`src/rtl/wirelog_pkg.sv`:
```
// Shared types and helpers for the wire-logic gate/trigger datapath.
package wirelog_pkg;

  localparam int N_GATES_DEF = 16;
  localparam int ID_W_DEF    = $clog2(N_GATES_DEF);

  typedef logic [ID_W_DEF-1:0] gate_id_t;

  // Index of the lowest set bit; returns 0 for an all-zero vector.
  function automatic int unsigned lowest_set(input logic [63:0] v);
    int unsigned idx;
    idx = 0;
    for (int i = 63; i >= 0; i--) begin
      if (v[i]) idx = i;
    end
    return idx;
  endfunction

endpackage

```
`src/rtl/gate_trig_fifo.sv`:
```
// Single-clock ordering FIFO for gate IDs; pointers carry an extra wrap bit so
// full and empty are distinguishable at any depth.
module gate_trig_fifo
  import wirelog_pkg::*;
#(
  parameter int DEPTH = N_GATES_DEF,
  parameter int W     = ID_W_DEF
) (
  input  logic         clk,
  input  logic         rst,
  input  logic         push,
  input  logic         pop,
  input  logic [W-1:0] din,
  output logic [W-1:0] dout,
  output logic         empty,
  output logic         full
);

  localparam int AW = (DEPTH > 1) ? $clog2(DEPTH) : 1;

  logic [AW:0]  wr_ptr_q, wr_ptr_d;
  logic [AW:0]  rd_ptr_q, rd_ptr_d;
  logic [W-1:0] mem_q [DEPTH];
  logic         wr_en;

  function automatic logic [AW:0] ptr_inc(input logic [AW:0] p);
    if (p[AW-1:0] == AW'(DEPTH - 1)) return {~p[AW], {AW{1'b0}}};
    return p + (AW+1)'(1);
  endfunction

  always_comb begin
    empty    = (wr_ptr_q == rd_ptr_q);
    full     = (wr_ptr_q[AW] != rd_ptr_q[AW]) && (wr_ptr_q[AW-1:0] == rd_ptr_q[AW-1:0]);
    dout     = mem_q[rd_ptr_q[AW-1:0]];
    // A pop frees the head slot this cycle, so push is still legal when full.
    wr_en    = push && (!full || pop);
    wr_ptr_d = wr_en ? ptr_inc(wr_ptr_q) : wr_ptr_q;
    rd_ptr_d = (pop && !empty) ? ptr_inc(rd_ptr_q) : rd_ptr_q;
  end

  always_ff @(posedge clk) begin
    if (rst) begin
      wr_ptr_q <= '0;
      rd_ptr_q <= '0;
    end else begin
      wr_ptr_q <= wr_ptr_d;
      rd_ptr_q <= rd_ptr_d;
    end
  end

  always_ff @(posedge clk) begin
    if (wr_en) mem_q[wr_ptr_q[AW-1:0]] <= din;
  end

  a_no_push_when_full: assert property (@(posedge clk) disable iff (rst) !(push && full && !pop));

endmodule

```
`src/rtl/gate_trigger_queue.sv`:
```
// Serialises one-cycle gate fire pulses into an ordered stream of gate IDs for
// the wire-propagation engine, with drain (idle) and re-fire (dup_err) status.
module gate_trigger_queue
  import wirelog_pkg::*;
#(
  parameter int N_GATES    = N_GATES_DEF,
  parameter int ID_W       = $clog2(N_GATES),
  parameter int FIFO_DEPTH = N_GATES
) (
  input  logic               clk,
  input  logic               logic_reset,
  input  logic [N_GATES-1:0] gate_pulse,
  output logic               trig_valid,
  input  logic               trig_ready,
  output logic [ID_W-1:0]    trig_id,
  output logic               idle,
  output logic               dup_err
);

  logic [N_GATES-1:0] pending_q, pending_d;
  logic [N_GATES-1:0] in_queue_q, in_queue_d;
  logic               dup_err_q, dup_err_d;

  logic [N_GATES-1:0] in_flight, pop_mask, stage_mask, accept;
  logic [ID_W-1:0]    stage_id, fifo_dout;
  logic               fifo_push, fifo_pop, fifo_empty, fifo_full;

  always_comb begin
    trig_valid = !fifo_empty;
    trig_id    = fifo_empty ? '0 : fifo_dout;
    fifo_pop   = trig_valid && trig_ready;
    pop_mask   = fifo_pop ? (N_GATES'(1) << trig_id) : '0;

    // A gate popped this cycle is no longer in flight, so it may re-fire now.
    in_flight  = (pending_q | in_queue_q) & ~pop_mask;
    accept     = gate_pulse & ~in_flight;

    fifo_push  = |pending_q;
    stage_id   = ID_W'(lowest_set(64'(pending_q)));
    stage_mask = fifo_push ? (N_GATES'(1) << stage_id) : '0;

    pending_d  = (pending_q & ~stage_mask) | accept;
    in_queue_d = (in_queue_q & ~pop_mask) | stage_mask;
    dup_err_d  = dup_err_q || (|(gate_pulse & in_flight));

    idle       = (pending_q == '0) && fifo_empty && (gate_pulse == '0);
    dup_err    = dup_err_q;
  end

  always_ff @(posedge clk) begin
    if (logic_reset) begin
      pending_q  <= '0;
      in_queue_q <= '0;
      dup_err_q  <= 1'b0;
    end else begin
      pending_q  <= pending_d;
      in_queue_q <= in_queue_d;
      dup_err_q  <= dup_err_d;
    end
  end

  gate_trig_fifo #(
    .DEPTH (FIFO_DEPTH),
    .W     (ID_W)
  ) u_fifo (
    .clk   (clk),
    .rst   (logic_reset),
    .push  (fifo_push),
    .pop   (fifo_pop),
    .din   (stage_id),
    .dout  (fifo_dout),
    .empty (fifo_empty),
    .full  (fifo_full)
  );

endmodule

```
`config.mk`:
```
export PLATFORM = sky130hd
export DESIGN_NAME = gate_trigger_queue
export DESIGN_NICKNAME = d
export VERILOG_FILES = /design/src/rtl/wirelog_pkg.sv /design/src/rtl/gate_trig_fifo.sv /design/src/rtl/gate_trigger_queue.sv
export SDC_FILE = /design/constraint.sdc
export NUM_CORES = 1
export LEC_CHECK = 0
export BUFFER_PORTS_ARGS = -buffer_cell sky130_fd_sc_hd__buf_2
export CORE_MARGIN = 2
export CORE_UTILIZATION = 40
export CTS_BUF_LIST = sky130_fd_sc_hd__clkbuf_4
export CTS_CLUSTER_DIAMETER = 80
export DETAILED_ROUTE_END_ITERATION = 10
export GPL_ROUTABILITY_DRIVEN = 1
export GPL_TIMING_DRIVEN = 0
export PLACE_DENSITY = 0.65
export SLEW_MARGIN = 30
export SYNTH_ARGS = -nofsm -noshare
export SYNTH_HDL_FRONTEND = slang
export SYNTH_HIERARCHICAL = 1
export SYNTH_SLANG_ARGS = --single-unit
```
`constraint.sdc`:
```
create_clock -name clk -period 3.31 [get_ports clk]
set_clock_uncertainty 0.05 [all_clocks]
set_input_delay 0.1655 -clock clk [delete_from_list [all_inputs] [get_ports clk]]
set_output_delay 0.1655 -clock clk [all_outputs]
set_load 0.05 [all_outputs]
```
==> impl_metrics.tcl <==
set metrics [dict create \
    required_ns 3.60 \
    drtPass1Iterations 5 \
    start_util_pct 41.1 \
    cts_root_buffer "clkbuf_4" \
    reg2reg_slack_ns -0.04 \
    place_area_um2 5560 \
    critical_path_class "register to register" \
    clkTransAtPathRegs_ns 0.16 \
    cts_sinks 111 \
    cp.arrival_ns 3.65 \
    viasPerCell 5.82 \
    hold_path_startpoint "logic_reset" \
    yosys_warnings 6 \
    rr_worst_depth 9 \
    dieWidth_um 118 \
    overflow 0 \
    cts_buffers 9 \
    clock_tree.buffer_depth 2 \
    design_area_um2 6040 \
    end_kind "register" \
    routed-via-count 3886 \
    start_kind "register" \
    cts_htree_levels 3 \
    grt_max_degree 26 \
    grt_pass1_vias 3576 \
    wl_mm 13.2 \
    avgRoutedWirePerCell_um 19.7 \
    violations "negative setup slack" \
    die_h_um 118 \
    grt_pass1_wl_mm 20.0 \
    finalSetupTns_ns -0.0428 \
    setup_violations 1 \
    drive_above_1_share_pct 23.6 \
    fin_crit_ns 3.35 \
    power_w 0.00361 \
    core_area_um2 12700 \
    synthesis.instances 431 \
    p_per_area_nw_per_um2 597 \
    slew_headroom_pct 45.8 \
    gp_congestion 0.945 \
    nets 514 \
    cts_tree "done" \
    seqCellArea_um2 2870 \
    postLayoutCoreUtil_pct 47.7 \
    ir_worst_vdd_mv 0.342 \
    synthToLayoutAreaGrowth_pct 16.0 \
    die-area_um2 14000 \
    max_freq_ghz 0.298 \
    tightest_slew_ns 0.807 \
    io_buffer_count 25 \
    rows 41 \
    drc 0 \
    clkLatencyLatePin_ns 0.48 \
    syn_nets 455 \
    drv_slew 0 \
    dpl.hpwl_mm 8.96 \
    hold_path_class "input pin to register" \
    fin_crit_sh_pct 101 \
    holdWs_ns 0.0180 \
    report.final.hold_viol_count 0 \
    status "finished, violations left" \
    syn_area_per_cell_um2 12.1 \
    cap_viol_max_count 0 \
    fill_cells 1137 \
    min_delay_worst_endpoint "u_fifo/wr_ptr_q[4]" \
    layout_setup_ws_ns -0.0428 \
    hold_depth 3 \
    multiInputGateArea_um2 2240 \
    ant_nets 0 \
    cp_max_fo 5 \
    r2r_end "dup_err" \
    p_leak_nw 2.11 \
    antenna_found_initial 1 \
    grt_usage_pct 18.7 \
    rsz0062_at_grt "true" \
    io_pins 26 \
    drt_iter0_drc 491 \
    syn_area_um2 5210 \
]
[layout make-up]
cell class,instances,share of cell area [%]
Sequential cell,111,47.4
Multi-Input combinational cell,280,37.0
Timing Repair Buffer,48,5.90
Tap cell,172,3.56
Buffer,16,2.11
Inverter,24,1.49
Clock inverter,6,1.26
Clock buffer,10,1.24
Antenna cell,1,0.0414
[cells in the final DEF (no fill, tap or decap), drive strengths merged, types with 5 or more instances in the layout]
cell,n
buf,44
inv,28
nand2,14
nor2,51
a21oi,21
dlygate4sd3,14
clkbuf,16
nor4,10
o21ai,29
ha,5
edfxtp,64
o22ai,8
nor3,5
nand2b,12
and3,16
dfxtp,47
nand3,6
nor2b,9
mux4,21
o32ai,12
xnor2,5
[flip-flops by register name, indices dropped and copies added (netlist names), named ones only]
signal,count
pending_q,16
u_fifo/wr_ptr_q,5
u_fifo/mem_q,64
dup_err,1
in_queue_q,16
u_fifo/rd_ptr_q,5
[worst max-delay path: stages, from the launching register on]
cell     delay [ns]
dfxtp_2        0.37
buf_8          0.14
buf_12         0.13
mux4_2         0.51
mux4_2         0.57
or4b_4         0.66
nor2_4         0.17
o22ai_2        0.10
nor4_2         0.34
a41oi_1        0.17
[repair_timing]
item / CTS / global route
endpoints found under the hold margin: 14 / 0
gates resized for setup: 11 / 11
hold buffers: 14 / 0
buffers inserted: 4 / 4
pin swaps: 4 / 5
cloned: 1 / 1
endpoints found under the setup margin: 2 / 3
[worst max path at each step]
stage / depth (start not counted) / slack, ns / endpoint / from
after floorplan: 8 / 0.11 / idle / u_fifo/wr_ptr_q[3]
after global placement: 9 / -0.35 / dup_err / register
after detailed placement: 9 / -0.36 / dup_err / register
after CTS: 10 / 0.006 / dup_err / register
after global routing: 9 / -0.13 / dup_err / register
final: 9 / -0.04 / dup_err / register
[power by group]
| part | internal [W] | leakage [nW] | switching, W |
|---|---|---|---|
| Clock | 0.000254 | 0.0839 | 0.000464 |
| Sequential | 0.00163 | 0.975 | 0.0000832 |
| Combinational | 0.000441 | 1.06 | 0.000736 |
[metal layers]
metal / share of wire [%] / global-route usage [%] / wire length (µm)
met1: 43 / 26.9 / 5690
met2: 46 / 28.5 / 6120
met3: 8.2 / 3.14 / 1080
met4: 2.2 / 6.78 / 284
met5: 0 / 0 / 0
[metrics by stage]
step	cells	worst slack, ns
2_1_floorplan	431	0.108
3_3_place_gp	628	-0.351
3_5_place_dp	628	-0.360
4_1_cts	662	0.00634
5_1_grt	668	-0.134
6_report	668	-0.0428
Power figures use the tool's default switching activity.
